[src/rtl/jpeg_pkg.sv]
// jpeg_pkg: shared state type, defaults and byte constants for the JPEG bit packer
package jpeg_pkg;
    typedef enum logic [1:0] {RUN, STUFF, FLUSH, DONE} state_t;
    localparam int CODE_W_DEF = 16;
    localparam int ACC_W_DEF = 32;
    localparam logic [7:0] STUFF_BYTE = 8'h00;
    localparam logic [7:0] MARKER_BYTE = 8'hFF;
    localparam logic PAD_BIT = 1'b1;
endpackage

[src/rtl/jpeg_bit_packer.sv]
// jpeg_bit_packer: packs variable-length codes MSB-first into bytes with 0xFF stuffing and end-of-scan padding
module jpeg_bit_packer
    import jpeg_pkg::*;
#(
    parameter int CODE_W = CODE_W_DEF,
    parameter int ACC_W = ACC_W_DEF
) (
    input  logic              clk,
    input  logic              rst,
    input  logic              in_valid,
    output logic              in_ready,
    input  logic [CODE_W-1:0] in_code,
    input  logic [4:0]        in_len,
    input  logic              flush,
    output logic              out_valid,
    input  logic              out_ready,
    output logic [7:0]        out_byte,
    output logic              flush_done
);
    localparam int CNT_W = $clog2(ACC_W + 1);
    state_t state, state_next;
    logic [ACC_W-1:0] acc, acc_next, code_ext;
    logic [CNT_W-1:0] cnt, cnt_next;
    logic flush_pend, pend_next;
    logic [4:0] len_eff;
    logic can_load, accept, data_load, pad_load, stuff_load, load, ff_load;
    logic [7:0] data_byte, pad_byte, load_byte;
    // Bits live right-aligned in acc; the oldest held bit sits at position cnt-1
    always_comb begin
        in_ready = (cnt <= CNT_W'(ACC_W - CODE_W)) && state == RUN;
        flush_done = state == DONE;
        len_eff = (int'(in_len) > CODE_W) ? 5'(CODE_W) : in_len;
        code_ext = ACC_W'(in_code) & ~({ACC_W{1'b1}} << len_eff);
        can_load = !out_valid || out_ready;
        accept = in_valid && in_ready && len_eff != '0;
        data_load = can_load && (state == RUN || state == FLUSH) && cnt >= CNT_W'(8);
        pad_load = can_load && state == FLUSH && cnt != '0 && cnt < CNT_W'(8);
        stuff_load = can_load && state == STUFF;
        load = data_load || pad_load || stuff_load;
        data_byte = 8'(acc >> (cnt - CNT_W'(8)));
        pad_byte = 8'(acc << (CNT_W'(8) - cnt)) | ({8{PAD_BIT}} >> cnt);
        load_byte = data_load ? data_byte : pad_load ? pad_byte : STUFF_BYTE;
        ff_load = (data_load || pad_load) && load_byte == MARKER_BYTE;
        acc_next = accept ? ((acc << len_eff) | code_ext) : acc;
        cnt_next = cnt + (accept ? CNT_W'(len_eff) : '0) - (data_load ? CNT_W'(8) : pad_load ? cnt : '0);
        state_next = state == RUN   ? (ff_load ? STUFF : flush ? FLUSH : RUN) :
                     state == STUFF ? (stuff_load ? ((flush_pend || flush) ? FLUSH : RUN) : STUFF) :
                     state == FLUSH ? (ff_load ? STUFF : (cnt == '0 && can_load) ? DONE : FLUSH) :
                                      RUN;
        pend_next = state_next == STUFF && (flush_pend || flush || state == FLUSH);
    end
    // State, accumulator and output byte register
    always_ff @(posedge clk) begin
        if (rst) begin
            state <= RUN;
            acc <= '0;
            cnt <= '0;
            flush_pend <= 1'b0;
            out_valid <= 1'b0;
            out_byte <= 8'h00;
        end else begin
            state <= state_next;
            acc <= acc_next;
            cnt <= cnt_next;
            flush_pend <= pend_next;
            out_valid <= load || (out_valid && !out_ready);
            if (load) out_byte <= load_byte;
        end
    end
endmodule
[config.mk]
export PLATFORM = sky130hd
export DESIGN_NAME = jpeg_bit_packer
export DESIGN_NICKNAME = d
export VERILOG_FILES = /design/src/rtl/jpeg_pkg.sv /design/src/rtl/jpeg_bit_packer.sv
export SDC_FILE = /design/constraint.sdc
export NUM_CORES = 1
export LEC_CHECK = 0
export BUFFER_PORTS_ARGS = -buffer_cell sky130_fd_sc_hd__buf_2
export CORE_MARGIN = 2
export CORE_UTILIZATION = 65
export DETAILED_ROUTE_END_ITERATION = 10
export GPL_TIMING_DRIVEN = 0
export PLACE_DENSITY = 0.85
export SLEW_MARGIN = 20
export SYNTH_ARGS = -nofsm -noshare
export SYNTH_HDL_FRONTEND = slang
export SYNTH_SLANG_ARGS = --single-unit
[constraint.sdc]
create_clock -name clk -period 13.05 [get_ports clk]
set_input_delay 1.9575 -clock clk [delete_from_list [all_inputs] [get_ports clk]]
set_output_delay 1.9575 -clock clk [all_outputs]
set_load 0.1 [all_outputs]
* Word-level counts from Yosys, hierarchy flattened
Cells that the tools add are included.
Word-level totals: register bits 50, bits in latches 0, RAM bits 0, memory bits (read-only) 0, bits of input ports 26, output and inout bits 11, word-level logic and storage cells 69, memories kept 0
Cells by class: add/sub/neg operators 4, $mul 0, divide/modulo/power cells 0, $lt $le $gt $ge 4, eq/ne operators 5, shifts and indexed selects 5, muxes and demuxes 15, bitwise gates (word level) 4, reduce and logical (&&, ||, !) cells 26
Operator list (count):
- $and A16 B32 Y32 | 1
- $not A32 Y32 | 1
- $or A32 B32 Y32 | 1
- $shl A32 B5 Y32 | 1
- $shl A32 B5 Y32 const A | 1
- $shl A32 B6 Y8 | 1
- $shr A32 B6 Y8 | 1
- $mux W2 | 8
- $mux W8 | 2
- $logic_and A1 B1 Y1 | 13
- $mux W6 | 2
- $mux W5 | 2
- $eq A8 B8 Y1 const B | 1
- $or A8 B8 Y8 | 1
- $shr A8 B6 Y8 const A | 1
- $logic_or A1 B1 Y1 | 7
- $add A6 B5 Y6 | 1
- $ge A6 B4 Y1 const B | 1
- $le A6 B5 Y1 const B | 1
- $logic_not A6 Y1 | 1
- $lt A6 B4 Y1 const B | 1
- $reduce_bool A6 Y1 | 1
- $sub A4 B6 Y6 const A | 1
- $sub A6 B4 Y6 const B | 1
- 8 further kinds | 11

* Depth between registers and ports, before layout
depth after elaboration 15, mapped depth 24, gate-level depth less buffers 18

* Worst setup path after synthesis
No wires, ideal clock.
kind reg-to-reg, from register cnt[0], to register cnt[5], library setup time 0.128 ns, data arrival time 7.390 ns, setup slack 5.532 ns, stages on the path, launching flop included 24, buffers on the path 6, period minus slack after synthesis 7.518 ns, cell sequence dfxtp_1 -> buf_6 -> buf_12 -> buf_12 -> buf_8 -> inv_1 -> ha_1 -> nand2b_1 -> o21ai_0 -> nor4b_1 -> nand2_1 -> a21oi_1 -> buf_2 -> buf_1 -> nand2_1 -> fa_1 -> inv_1 -> ha_1 -> a21o_1 -> a21oi_1 -> o21bai_1 -> a21oi_1 -> xnor2_1 -> nor2_1
Between the ends: word-level cells in the longest chain between the ends 7, elaborated cells on any way between the ends 15, those cells by class add/sub: 2; order compare: 3; mux: 3; reduce/logical: 7
Ends and longest elaborated chain:
- start, declared | line jpeg_bit_packer.sv:23 | logic [CNT_W-1:0] cnt, cnt_next;
- start signal, assigned | line jpeg_bit_packer.sv:64 | cnt <= cnt_next;
- $le A6 B5 Y1 | line jpeg_bit_packer.sv:30 | in_ready = (cnt <= CNT_W'(ACC_W - CODE_W)) && state == RUN;
- $logic_and A1 B1 Y1 | line jpeg_bit_packer.sv:30
- named net in_ready | line jpeg_bit_packer.sv:11 | output logic in_ready,
- $logic_and A1 B1 Y1 (2 in a row) | line jpeg_bit_packer.sv:35 | accept = in_valid && in_ready && len_eff != '0;
- $mux W5 | line jpeg_bit_packer.sv:45 | cnt_next = cnt + (accept ? CNT_W'(len_eff) : '0) - (data_load ? CNT_W'(8) : pad_load ? cnt : '0);
- $add A6 B5 Y6 | line jpeg_bit_packer.sv:45
- $sub A6 B6 Y6 | line jpeg_bit_packer.sv:45
The timed path passes the listed nets, and every way through them passes these cells. A chain may end at the register's enable or synchronous reset.

* Worst setup path in the final report
from input port in_len[3], to register cnt[5]
Between the ends: word-level cells in the longest chain between the ends 7
Ends and longest elaborated chain:
- start, declared | line jpeg_bit_packer.sv:13 | input logic [4:0] in_len,
- $gt A5 B5 Y1 | line jpeg_bit_packer.sv:32 | len_eff = (int'(in_len) > CODE_W) ? 5'(CODE_W) : in_len;
- $mux W5 (*) | line jpeg_bit_packer.sv:32
- $reduce_bool A5 Y1 | line jpeg_bit_packer.sv:35
- $logic_and A1 B1 Y1 | line jpeg_bit_packer.sv:35
- $mux W5 (*) | line jpeg_bit_packer.sv:45
- $add A6 B5 Y6 (*) | line jpeg_bit_packer.sv:45
- $sub A6 B6 Y6 (*) | line jpeg_bit_packer.sv:45
Mark *: on every way between the ends. The rest lies on a longest branch, timed or not.

==> results <==
- The slowest stage of the critical path is the fa_1 cell.
- The first global-routing pass estimated 32580 microns of wire.
- The final setup violation count is 0.
- The largest fanout of any net on the critical path is 10.
- The end of the worst register-to-register path is cnt[5].
- The startpoint of the worst register-to-register path is cnt[0].
- Traced cell by cell, the critical path runs through clkbuf_1 -> or2_2 -> clkbuf_1 -> nor2_1 -> a21oi_1 -> buf_2 -> buf_1 -> nand2_1 -> fa_1 -> inv_1 -> ha_1 -> a21o_1 -> a21oi_1 -> o21bai_1 -> a21oi_1 -> xnor2_1 -> nor2_1.
- The number of buffers on the longest clock path is 2.
- The worst setup path is launched from an input port.
- The number of top-level pins is 37.
- The synthesized design contains 50 register bits.
- The sum of routed wire length over all layers is 20620 microns.
- In the routed layout, each cell is associated on average with a via count of 7.339.
- In this run the vertical extent of the chip is 99.29 microns.
- Adding up every negative setup slack in the final design gives 0 ps.
- The remaining number of nets flagged by the antenna check after routing is 0.
- The required time of the critical path is 13250 ps.
- The clock-pin slew reported for the worst setup and hold paths after clock tree synthesis is 110 ps.
- The fraction of final layout cells with drive strength greater than 1 is 14.30%.
- The run finished with clean final reports.
- The placeable core area is 8763 sq um.
- Entering global routing, the biggest net connects 19 pins.
- The number of stages on the worst hold path is 2.
- Counting every instance in the synthesized netlist gives 705.
- The Yosys step of the flow raised 0 warnings.
- The number of global-route vias before repair is 6174.
- The final-report max-slew violation count came to 0.
- The worst setup path is captured at a flop.
- Across all layers, the routed design uses 6282 vias.
- The hold buffer count at cts is 0.
- The later pin in the worst-skew pair is clocked with a latency of 320 ps.
- The total number of placement rows is 34.
- Based on the critical path, the design can be clocked at up to 176.5 MHz.
- The filler cells instantiated in the layout total 700.
- For this configuration, the core starts out at a cell density of 67.35%.
- The final critical delay including setup and external delays is 5665 ps.
- Once layout is complete, the utilization of the core stands at 72.00%.
- The synthesized netlist contains 84 unique library cells.
- The remaining max-slew budget at the tightest pin is 45.82%.
- After detailed routing, the number of remaining DRC violations is 0.
- The power per unit of standard cell area is 200.8 nW/um^2.
- The number of max-capacitance violations reported is 0.
- The start point of the worst hold path is out_byte[3].
- The critical path is of the in -> reg type.
- In this run, the number of DRC markers left after iteration 0 of detailed routing was 667.
- From synthesis to final layout, the design area changed by 6.911%.
- Once the clock tree was built, the resizer swapped 0 gates to a different size.
- The finished layout cell area is 6310 sq um.
- The most used flip-flop cell after synthesis is dfxtp_1.
- Detailed placement finished with a half-perimeter wire length of 15660 microns.
- The synthesized design contains 0 enable-type register cells.
- The worst hold endpoint is out_byte[3].
- The floorplan step set the die width to 99.29 microns.
- Summing all placed instances gives a cell area of 6212 sq um.
- The net count of the finished layout is 788.
- The cell sitting at the root of the clock tree is a clkbuf_8.
- The static power due to leakage is 2.454 nW.
- Setup repair after global routing left no endpoint under its margin.
- The cell depth of the worst flop-to-flop path is 23.
- The type of the tightest min-delay check is reg -> reg.
- The total grt overflow is 0.
- For the worst setup path, the data arrival time is 5870 ps.
- CTS built an H-tree with a depth of 2.
- TritonCTS built the clock tree.
- In this run the post-CTS setup repair buffer count came out at 0.
- The number of sinks driven by the clock tree is 50.
- The share of async-settable or async-resettable flops after synthesis is 0%.
- Summing every instance area after synthesis gives 5902 sq um.
- For the pin with the worst max-slew slack, the measured transition is 812.7 ps.
- At the end of routability-driven placement, the weighted congestion stood at 1.040.
- For flop-to-flop paths, the worst setup slack is 7580 ps.
- Global routing used 41.94% of the available tracks.
- 0 antenna diodes ended up in the layout.
- The synthesized netlist net count is 746.
- The number of clock buffers added by TritonCTS is 5.
- The initial antenna violation count is 0.
- The die covers 9859 sq um.
- The peak ir drop on the vdd network is 0.0001057 V.
- The first TritonRoute pass finished after 5 iterations.
- Of the available clock period, the critical path in the final layout requires 43.41%.
- The cell repeated most along the worst path is a21oi_1.
- For this run, the register share of the synthesized area comes to 16.96%.
- Between clock sinks in the finished design, the worst skew comes to 17.76 ps.
- The sequential cells in the finished layout cover a total of 1001 sq um.
- The number of hold violations in the final report came to 0.
- Buffers placed on the I/O ports in this run total 35.
- The area occupied by multi-input gates is 4408 sq um.
- The wire length per cell is 24.09 microns.
- The synthesized area per cell is 8.372 sq um.
- The delay contributed by the slowest stage of the critical path is 570 ps.
[state kept, by name (all words and copies together) (netlist names)]
| name | cells |
|---|---|
| acc | 32 |
| cnt | 6 |
| flush_pend | 1 |
| out_byte | 8 |
| out_valid | 1 |
| state | 2 |
[routing by layer]
metal / vias up / part of all wire, % / GRT usage, %
li1: 2724 / - / -
met1: 2946 / 37 / 50.07
met2: 469 / 47 / 70.27
met3: 143 / 9.4 / 6.254
met4: 0 / 7.3 / 27.29
met5: - / 0 / 0
[how the worst max path moves through the flow]
| stage | start | end | slack (ps) |
|---|---|---|---|
| floorplan | cnt[0] | cnt[5] | 5530 |
| global placement | in_len[3] | cnt[5] | 7230 |
| detailed placement | in_len[3] | cnt[5] | 7080 |
| CTS | in_len[3] | cnt[5] | 7420 |
| global route | in_len[3] | cnt[5] | 7050 |
| finish | in_len[3] | cnt[5] | 7390 |
[cell usage after synthesis (10+ instances only)]
cell	n	share of area (%)
a211oi_1	35	4.5
a21oi_1	35	3.0
clkbuf_1	33	2.1
dfxtp_1	50	17
ha_1	10	2.1
inv_1	23	1.5
mux2i_1	99	17
mux4_1	15	6.7
nand2_1	68	4.3
nor2_1	70	4.5
nor2b_1	20	2.1
nor3_1	27	2.3
o21ai_0	28	2.4
[stage by stage]
step | instances | hold WS, ps | worst slack [ps] | power (mW)
3_3_place_gp | 848 | 440.2 | 7231 | 1.107
6_report | 856 | 456.5 | 7385 | 1.267
3_5_place_dp | 848 | 444.6 | 7085 | 1.131
5_1_grt | 856 | 475.7 | 7049 | 1.335
4_1_cts | 856 | 457.9 | 7415 | 1.231
2_1_floorplan | 705 | 460.7 | 5532 | 0.9217
[logic make-up after synthesis]
group	count (synthesis)	synth area share (%)
and+or+nand+nor	239	20.01
AOI/OAI and AO/OA	175	21.37
muxes	130	28.24
buffers and inverters	87	8.353
DFF	50	16.96
adders and majority gates	15	3.816
xor gates and xnor gates	8	1.187
other	1	0.06354
[area by class of cell]
class | count | share of cell area [%]
Clock buffer | 5 | 1.091
Clock inverter | 3 | 0.4561
Multi-Input combinational cell | 568 | 69.86
Sequential cell | 50 | 15.86
Inverter | 25 | 1.487
Buffer | 62 | 6.326
Tap cell | 108 | 2.142
Timing Repair Buffer | 35 | 2.776
[report_power, final]
group	internal, mW	switching (mW)
combinational	0.329	0.579
clock	0.0400	0.0629
sequential	0.193	0.0623
[layout by cell type (no fill, tap or decap), drive strengths merged, types with 5 or more instances in the layout]
cell	n
nand2b	5
o31ai	6
a311oi	5
o21ai	29
a21oi	35
buf	60
nand2	69
mux2	7
a22oi	6
a221oi	8
ha	10
inv	24
fa	5
xnor2	5
mux4	24
nor2	72
a22o	5
dfxtp	50
o22ai	5
nor2b	20
nand4	6
mux2i	99
a31oi	5
nor3	28
and2	6
a211oi	35
nand3	9
clkbuf	42
[worst max-delay path, delay by kind of cell]
| kind | cells | cell delay (ps) |
|---|---|---|
| and+or+nand+nor | 4 | 560 |
| buffers and inverters | 5 | 1430 |
| AOI/OAI and AO/OA | 5 | 890 |
| adders and majority gates | 2 | 870 |
| xor gates and xnor gates | 1 | 150 |
Power figures use the tool's default switching activity.
